### src/rtl/sensor_alarm_ctrl.sv
// sensor_alarm_ctrl: debounced N-channel sensor decoder with a latching,
// acknowledgeable blinking alarm lamp.
module sensor_alarm_ctrl #(
    parameter int N         = 3,
    parameter int DEBOUNCE  = 4,
    parameter int WARN_TH   = 2,
    parameter int BLINK_DIV = 8
) (
    input  logic         CLK,
    input  logic         RST_N,
    input  logic [N-1:0] S,
    input  logic         ACK,
    output logic         G,
    output logic         Y,
    output logic         C,
    output logic         D,
    output logic         R
);

    localparam int CW = $clog2(DEBOUNCE + 1);
    localparam int KW = $clog2(N + 1);
    localparam int BW = (BLINK_DIV > 1) ? $clog2(BLINK_DIV) : 1;

    localparam logic [CW-1:0] CNT_MAX = CW'(DEBOUNCE - 1);
    localparam logic [BW-1:0] BLK_MAX = BW'(BLINK_DIV - 1);
    localparam logic [KW-1:0] K_WARN  = KW'(WARN_TH);
    localparam logic [KW-1:0] K_ALL   = KW'(N);

    typedef enum logic [1:0] {
        IDLE  = 2'd0,
        ALARM = 2'd1,
        HOLD  = 2'd2,
        ACKED = 2'd3
    } state_t;

    logic [N-1:0]         deb_q, deb_d;
    logic [N-1:0][CW-1:0] cnt_q, cnt_d;
    logic [KW-1:0]        k;
    logic                 all_on;
    state_t               state_q, state_d;
    logic [BW-1:0]        bcnt_q, bcnt_d;
    logic                 phase_q, phase_d;

    // Debounce next state: a channel flips only after DEBOUNCE disagreeing cycles
    always_comb begin
        deb_d = deb_q;
        cnt_d = '0;
        for (int i = 0; i < N; i++) begin
            if (S[i] != deb_q[i]) begin
                if (cnt_q[i] == CNT_MAX) begin
                    deb_d[i] = S[i];
                end else begin
                    cnt_d[i] = cnt_q[i] + CW'(1);
                end
            end
        end
    end

    // Debounce registers
    always_ff @(posedge CLK or negedge RST_N) begin
        if (!RST_N) begin
            deb_q <= '0;
            cnt_q <= '0;
        end else begin
            deb_q <= deb_d;
            cnt_q <= cnt_d;
        end
    end

    // Indicator decode from registered debounced vector only
    always_comb begin
        k = '0;
        for (int i = 0; i < N; i++) begin
            k = k + KW'(deb_q[i]);
        end
        G      = (k != '0);
        Y      = (k >= K_WARN);
        C      = (k < K_ALL);
        D      = ~^deb_q;
        all_on = ~C;
    end

    // Alarm state register
    always_ff @(posedge CLK or negedge RST_N) begin
        if (!RST_N) begin
            state_q <= IDLE;
        end else begin
            state_q <= state_d;
        end
    end

    // Alarm next-state logic
    always_comb begin
        state_d = state_q;
        unique case (state_q)
            IDLE: begin
                if (all_on) state_d = ALARM;
            end
            ALARM: begin
                if (all_on && ACK) begin
                    state_d = ACKED;
                end else if (!all_on) begin
                    state_d = ACK ? IDLE : HOLD;
                end
            end
            HOLD: begin
                if (all_on) begin
                    state_d = ALARM;
                end else if (ACK) begin
                    state_d = IDLE;
                end
            end
            ACKED: begin
                if (!all_on) state_d = IDLE;
            end
            default: state_d = IDLE;
        endcase
    end

    // Lamp output per state
    always_comb begin
        R = 1'b1;
        unique case (state_q)
            IDLE:    R = D;
            ALARM:   R = phase_q;
            HOLD:    R = 1'b1;
            ACKED:   R = 1'b1;
            default: R = 1'b1;
        endcase
    end

    // Blink divider next state: restart high on ALARM entry, count in ALARM
    always_comb begin
        bcnt_d  = bcnt_q;
        phase_d = phase_q;
        if (state_d == ALARM && state_q != ALARM) begin
            bcnt_d  = '0;
            phase_d = 1'b1;
        end else if (state_q == ALARM) begin
            if (bcnt_q == BLK_MAX) begin
                bcnt_d  = '0;
                phase_d = ~phase_q;
            end else begin
                bcnt_d = bcnt_q + BW'(1);
            end
        end
    end

    // Blink divider registers
    always_ff @(posedge CLK or negedge RST_N) begin
        if (!RST_N) begin
            bcnt_q  <= '0;
            phase_q <= 1'b0;
        end else begin
            bcnt_q  <= bcnt_d;
            phase_q <= phase_d;
        end
    end

endmodule

### config.mk
export PLATFORM = sky130hd
export DESIGN_NAME = sensor_alarm_ctrl
export DESIGN_NICKNAME = d
export VERILOG_FILES = /design/src/rtl/sensor_alarm_ctrl.sv
export SDC_FILE = /design/constraint.sdc
export NUM_CORES = 1
export LEC_CHECK = 0
export ABC_CLOCK_PERIOD_IN_PS = 1850
export CORE_MARGIN = 3
export CORE_UTILIZATION = 50
export CTS_CLUSTER_SIZE = 40
export DETAILED_ROUTE_END_ITERATION = 12
export DONT_BUFFER_PORTS = 1
export PLACE_DENSITY_LB_ADDON = 0.1
export SYNTH_ARGS = -nofsm -noshare
export SYNTH_HDL_FRONTEND = slang
export SYNTH_SLANG_ARGS = --single-unit
### constraint.sdc
create_clock -name CLK -period 1.85 [get_ports CLK]
set_input_delay 0.37 -clock CLK [delete_from_list [all_inputs] [get_ports CLK]]
set_output_delay 0.37 -clock CLK [all_outputs]
set_load 0.02 [all_outputs]
Yosys cells after proc, flatten, opt, wreduce, memory -nomap -nowiden
Index checks and enable logic that the tools add are counted.
{"block": "word_totals", "elab_cells": 64, "out_inout_bits": 5, "in_bits": 6, "regBits": 18}
{"block": "op_classes", "order_cmp": 2, "addsub": 6, "n_bitwise": 2, "muxes": 21, "n_eq_ne": 12, "n_reduce_logical": 12}
{"op": "$mux 3", "count": 9}
{"op": "$mux 2", "count": 7}
{"op": "$add 3x1->3 const B", "count": 4}
{"op": "$eq 3x2->1 const B", "count": 3}
{"op": "$pmux 2 s4", "count": 1}
{"op": "$reduce_and 2->1", "count": 4}
{"op": "$reduce_bool 2->1", "count": 3}
{"op": "$eq 2x1->1 const B", "count": 2}
{"op": "$eq 2x2->1 const B", "count": 2}
{"op": "$eq 3x3->1 const B", "count": 1}
{"op": "$mux 1", "count": 3}
{"op": "$ne 1x1->1", "count": 3}
{"op": "$pmux 1 s3", "count": 1}
{"op": "$reduce_xnor 3->1", "count": 1}
{"op": "$add 1x1->2", "count": 1}
{"op": "$add 2x1->2", "count": 1}
{"op": "$ge 2x2->1 const B", "count": 1}
{"op": "$logic_and 1x1->1", "count": 2}
{"op": "$logic_not 2->1", "count": 1}
{"op": "$lt 2x2->1 const B", "count": 1}
{"op": "$ne 2x1->1 const B", "count": 1}
{"op": "$not 1->1", "count": 2}
{"op": "$reduce_or 2->1", "count": 1}

Logic depth before layout (Yosys ltp)
{"block": "depth", "depth_word": 11, "mapped_depth": 6, "depth_no_buf": 6}

Least setup slack after synthesis
No wires, ideal clock.
{"block": "synth_path", "kind": "register to register", "from": "reg deb_q[0]", "to": "reg state_q[1]", "synth_period_minus_slack_ps": 2020, "t_arrival_ps": 1899, "stages_incl_launch_ff": 7, "setup_slack_ps": -170, "required_time_ps": 1729, "path_buffers": 0, "setup_time_ps": 121, "path_cell_list": "dfrtp_1 inv_1 fa_1 nor2_4 inv_2 mux2_4 a22o_1"}
{"block": "synth_between", "elab_chain_len": 7, "word_cells_on_any_way": 11, "classes_between": "add/sub (2); order compare (1); mux (6); bitwise (1); reduce/logical (1)"}
{"element": "from (decl)", "line": "36", "text": "logic [N-1:0] deb_q, deb_d;"}
{"element": "from (signal assigned)", "line": "62", "text": "deb_q <= '0;"}
{"element": "from (signal assigned)", "line": "65", "text": "deb_q <= deb_d;"}
{"element": "$add 1x1->2 *", "line": "74", "text": "k = k + KW'(deb_q[i]);"}
{"element": "$add 2x1->2 *", "line": "74"}
{"element": "$lt 2x2->1 *", "line": "78", "text": "C = (k < K_ALL);"}
{"element": "net C", "line": "15", "text": "output logic C,"}
{"element": "$not 1->1", "line": "80", "text": "all_on = ~C;"}
{"element": "$logic_and 1x1->1", "line": "100", "text": "if (all_on && ACK) begin"}
{"element": "$mux 2", "line": "100"}
{"element": "$pmux 2 s4 *", "line": "95", "text": "unique case (state_q)"}
{"element": "net state_d[1]", "line": "40", "text": "state_t state_q, state_d;"}
{"element": "to (signal assigned)", "line": "88", "text": "state_q <= state_d;"}
{"element": "to (decl)", "line": "40"}
Mark *: on every way through the listed nets, which the timed path passes. The rest lies on a longest branch.
A chain may end at the register's enable or synchronous reset.

Worst setup path after layout
{"block": "layout_path", "from": "reg deb_q[1]", "to": "out R"}
{"block": "layout_between", "elab_chain_len": 2}
{"element": "$reduce_xnor 3->1", "line": "79", "text": "D = ~^deb_q;"}
{"element": "$pmux 1 s3", "line": "123", "text": "unique case (state_q)"}
{"element": "to (decl)", "line": "17", "text": "output logic R"}
Every way passes these cells.

==> impl_metrics.csv <==
group,metric,value,unit
synth,synth_warnings,0,
setup_path,cp.required,1.48,ns
placed_design,io_buffers,0,
drt,post-route-drc-count,0,
floorplan,core-area,1580,sq um
synth,ys_types,24,
timing,tns,-0.654,ns
timing,holdWs,0.222,ns
finish,num-nets-final,103,
setup_path,path_max_fanout,3,
floorplan,ios,11,
hold_path,hold_path.class,"input port to register",
global_route,overflow,0,
clock_network,insertion_delay,0.29,ns
timing,drv_slew,0,
placed_design,place_area,918,sq um
finish,drive_above_1_share,0.356,
finish,register_area,450,sq um
global_route,grt_pass1_wl,2130,um
floorplan,die_h,47.9,um
drt,route.vias.total,562,
finish,stdcell_count,106,
timing,worstMarginPinSlew,0.809,ns
clock_network,clock_path_buffers,2,
floorplan,die_area,2300,sq um
hold_path,worstHoldStart,"S[1]",
timing,hold_viol_final,0,
run_status,status,"finished with violations",
drt,dr.pass1.iters,4,
floorplan,start_util,0.558,
clock_network,cts_root_buffer,"clkbuf_4",
timing,rsz0062_at_grt,"true",
global_route,grt_pass1_vias,524,
clock_network,cts_tree,"built",
setup_path,critical_path_class,"register to output port",
finish,areaGrowthSynthToFinish,24.0,%
setup_path,crit_start,"deb_q[1]",
job,max-cap-violations,0,
global_route,grt_usage,0.137,
clock_network,h-tree-depth,1,
timing,post-route-period-util,1.11,
synth,synth_most_common_cell,"dfrtp_1",
drt,ant_nets,0,
floorplan,die_width,47.9,um
timing,clock.fmax,489,MHz
global_route,grt_start_max_net_pins,19,
setup_path,r2r-start,"deb_q[1]",
floorplan,fp-row-count,14,
synth,syn_avg_cell_area,11.9,sq um
synth,postSynthCellCount,74,
synth,synthFlopType,"dfrtp_1",
placed_design,dp.cells,91,
synth,ys_seq_area_frac,0.512,
synth,synth_common_cells,"dfrtp_1, nand2_1, nor3b_1, ha_1, mux2_2",
synth,syn_nets,86,
setup_path,regToRegSetupSlack,-0.08,ns
finish,multi_input_area,437,sq um
global_route,antenna_found_initial,0,
timing,skew,0.00294,ns
placed_design,place.gp.congestion,0.693,
drt,wl_per_cell,13.1,um
synth,yosysTopAreaCell,"dfrtp_1",
run_status,violations,"negative setup slack",
setup_path,critPathArrivalTime,1.68,ns
clock_network,cts_made_buffers,3,
setup_path,cp-end-kind,"output port",
synth,synthTopCellsByArea,"dfrtp_1, ha_1, mux2_2",
synth,async_flop_share,1.00,
timing,maxSlewHeadroom,0.459,
placed_design,hpwlAfterDp,928,um
clock_network,clkSlewWorstSetupHoldPaths,0.10,ns
timing,finalSetupViolations,5,
timing,worst_slack,-0.195,ns
drt,via_per_inst,5.30,
synth,synth_edf_count,0,
synth,synth_top_cell_area_share,0.512,
synth,synth-seq-cells,18,
synth,syn-cell-area,880,sq um
drt,wl,1390,um
finish,fill_cells,121,
drt,drt_iter0_drc,3,
finish,design_area,1090,sq um
clock_network,cts.sinks,18,
timing,final.min_clock_period,2.05,ns
finish,n_antenna_cell,0,
setup_path,critPathLaunchType,"register",
==> metal layers <==
layer,up-vias,share of wire,track usage
met4,0,0.018,0.0806
li1,283,-,-
met1,264,0.48,0.173
met2,11,0.45,0.206
met5,-,0,0
met3,4,0.058,0.0414
==> worst paths after layout <==
check                      cells after the start    endpoint
setup / recovery                               4           R
hold / removal                                 1    deb_q[1]
setup reg to reg                               8  state_q[1]
hold reg to reg                                1    cnt_q[3]
max in group asynchronous                      1    deb_q[0]
min in group asynchronous                      1  state_q[1]
==> placed cells by master (no fill, tap or decap), types with 2 or more instances in the layout <==
cell type	Yosys	routed
ha_1	5	5
dfrtp_1	18	18
o21ai_0	2	2
nor3_1	2	2
xnor2_1	4	4
mux2_2	5	5
nand2b_1	3	3
clkbuf_4	0	3
buf_6	0	3
inv_2	1	3
nor2_1	2	2
and3b_1	3	3
a21oi_1	2	2
buf_4	0	9
nand2_1	6	5
nor3b_1	6	6
==> final cells by class <==
class,instances,share of cell area
flip-flops and latches,18,0.413
multi-input cells,49,0.400
repair buffers,14,0.116
clock buffers,4,0.0333
inverters,5,0.0195
well taps,16,0.0183
==> sequential cells by signal (all words and copies together) (netlist names) <==
register and flops:
bcnt_q 3, state_q 2, cnt_q 9, deb_q 3, phase_q 1
==> kinds of logic (layout without fill, tap and decap cells) <==
group / Yosys count / count (layout) / share of synthesized area
fa+ha+maj: 6 / 6 / 0.0939
buf+inv: 7 / 23 / 0.0313
simple gates: 25 / 25 / 0.175
compound gates: 6 / 6 / 0.0427
flops: 18 / 18 / 0.512
xor+xnor: 4 / 4 / 0.0398
mux: 8 / 8 / 0.105
==> timing repair <==
action / 4_1_cts / 5_1_grt
pin swaps: 3 / 3
hold buffers: 1 / 0
setup endpoints to repair: 4 / 5
hold endpoints to repair: 18 / 0
setup buffers: 6 / 4
resized for setup: 4 / 9
==> worst max-delay path, cell delays in order (launching register included) <==
cell and delay, ns:
dfrtp_1 0.41, inv_2 0.06, fa_2 0.46, nor2b_4 0.15, a211o_4 0.31
==> through the flow <==
stage          worst slack, ns  utilization
2_1_floorplan          -0.0108            -
4_1_cts                 -0.240        0.648
3_5_place_dp            0.0699        0.583
6_report                -0.195        0.692
3_3_place_gp            0.0731        0.583
5_1_grt                 -0.251        0.692
Power is not shown: default switching activity piles up to over one toggle a cycle in this logic, so the estimate is an artifact.
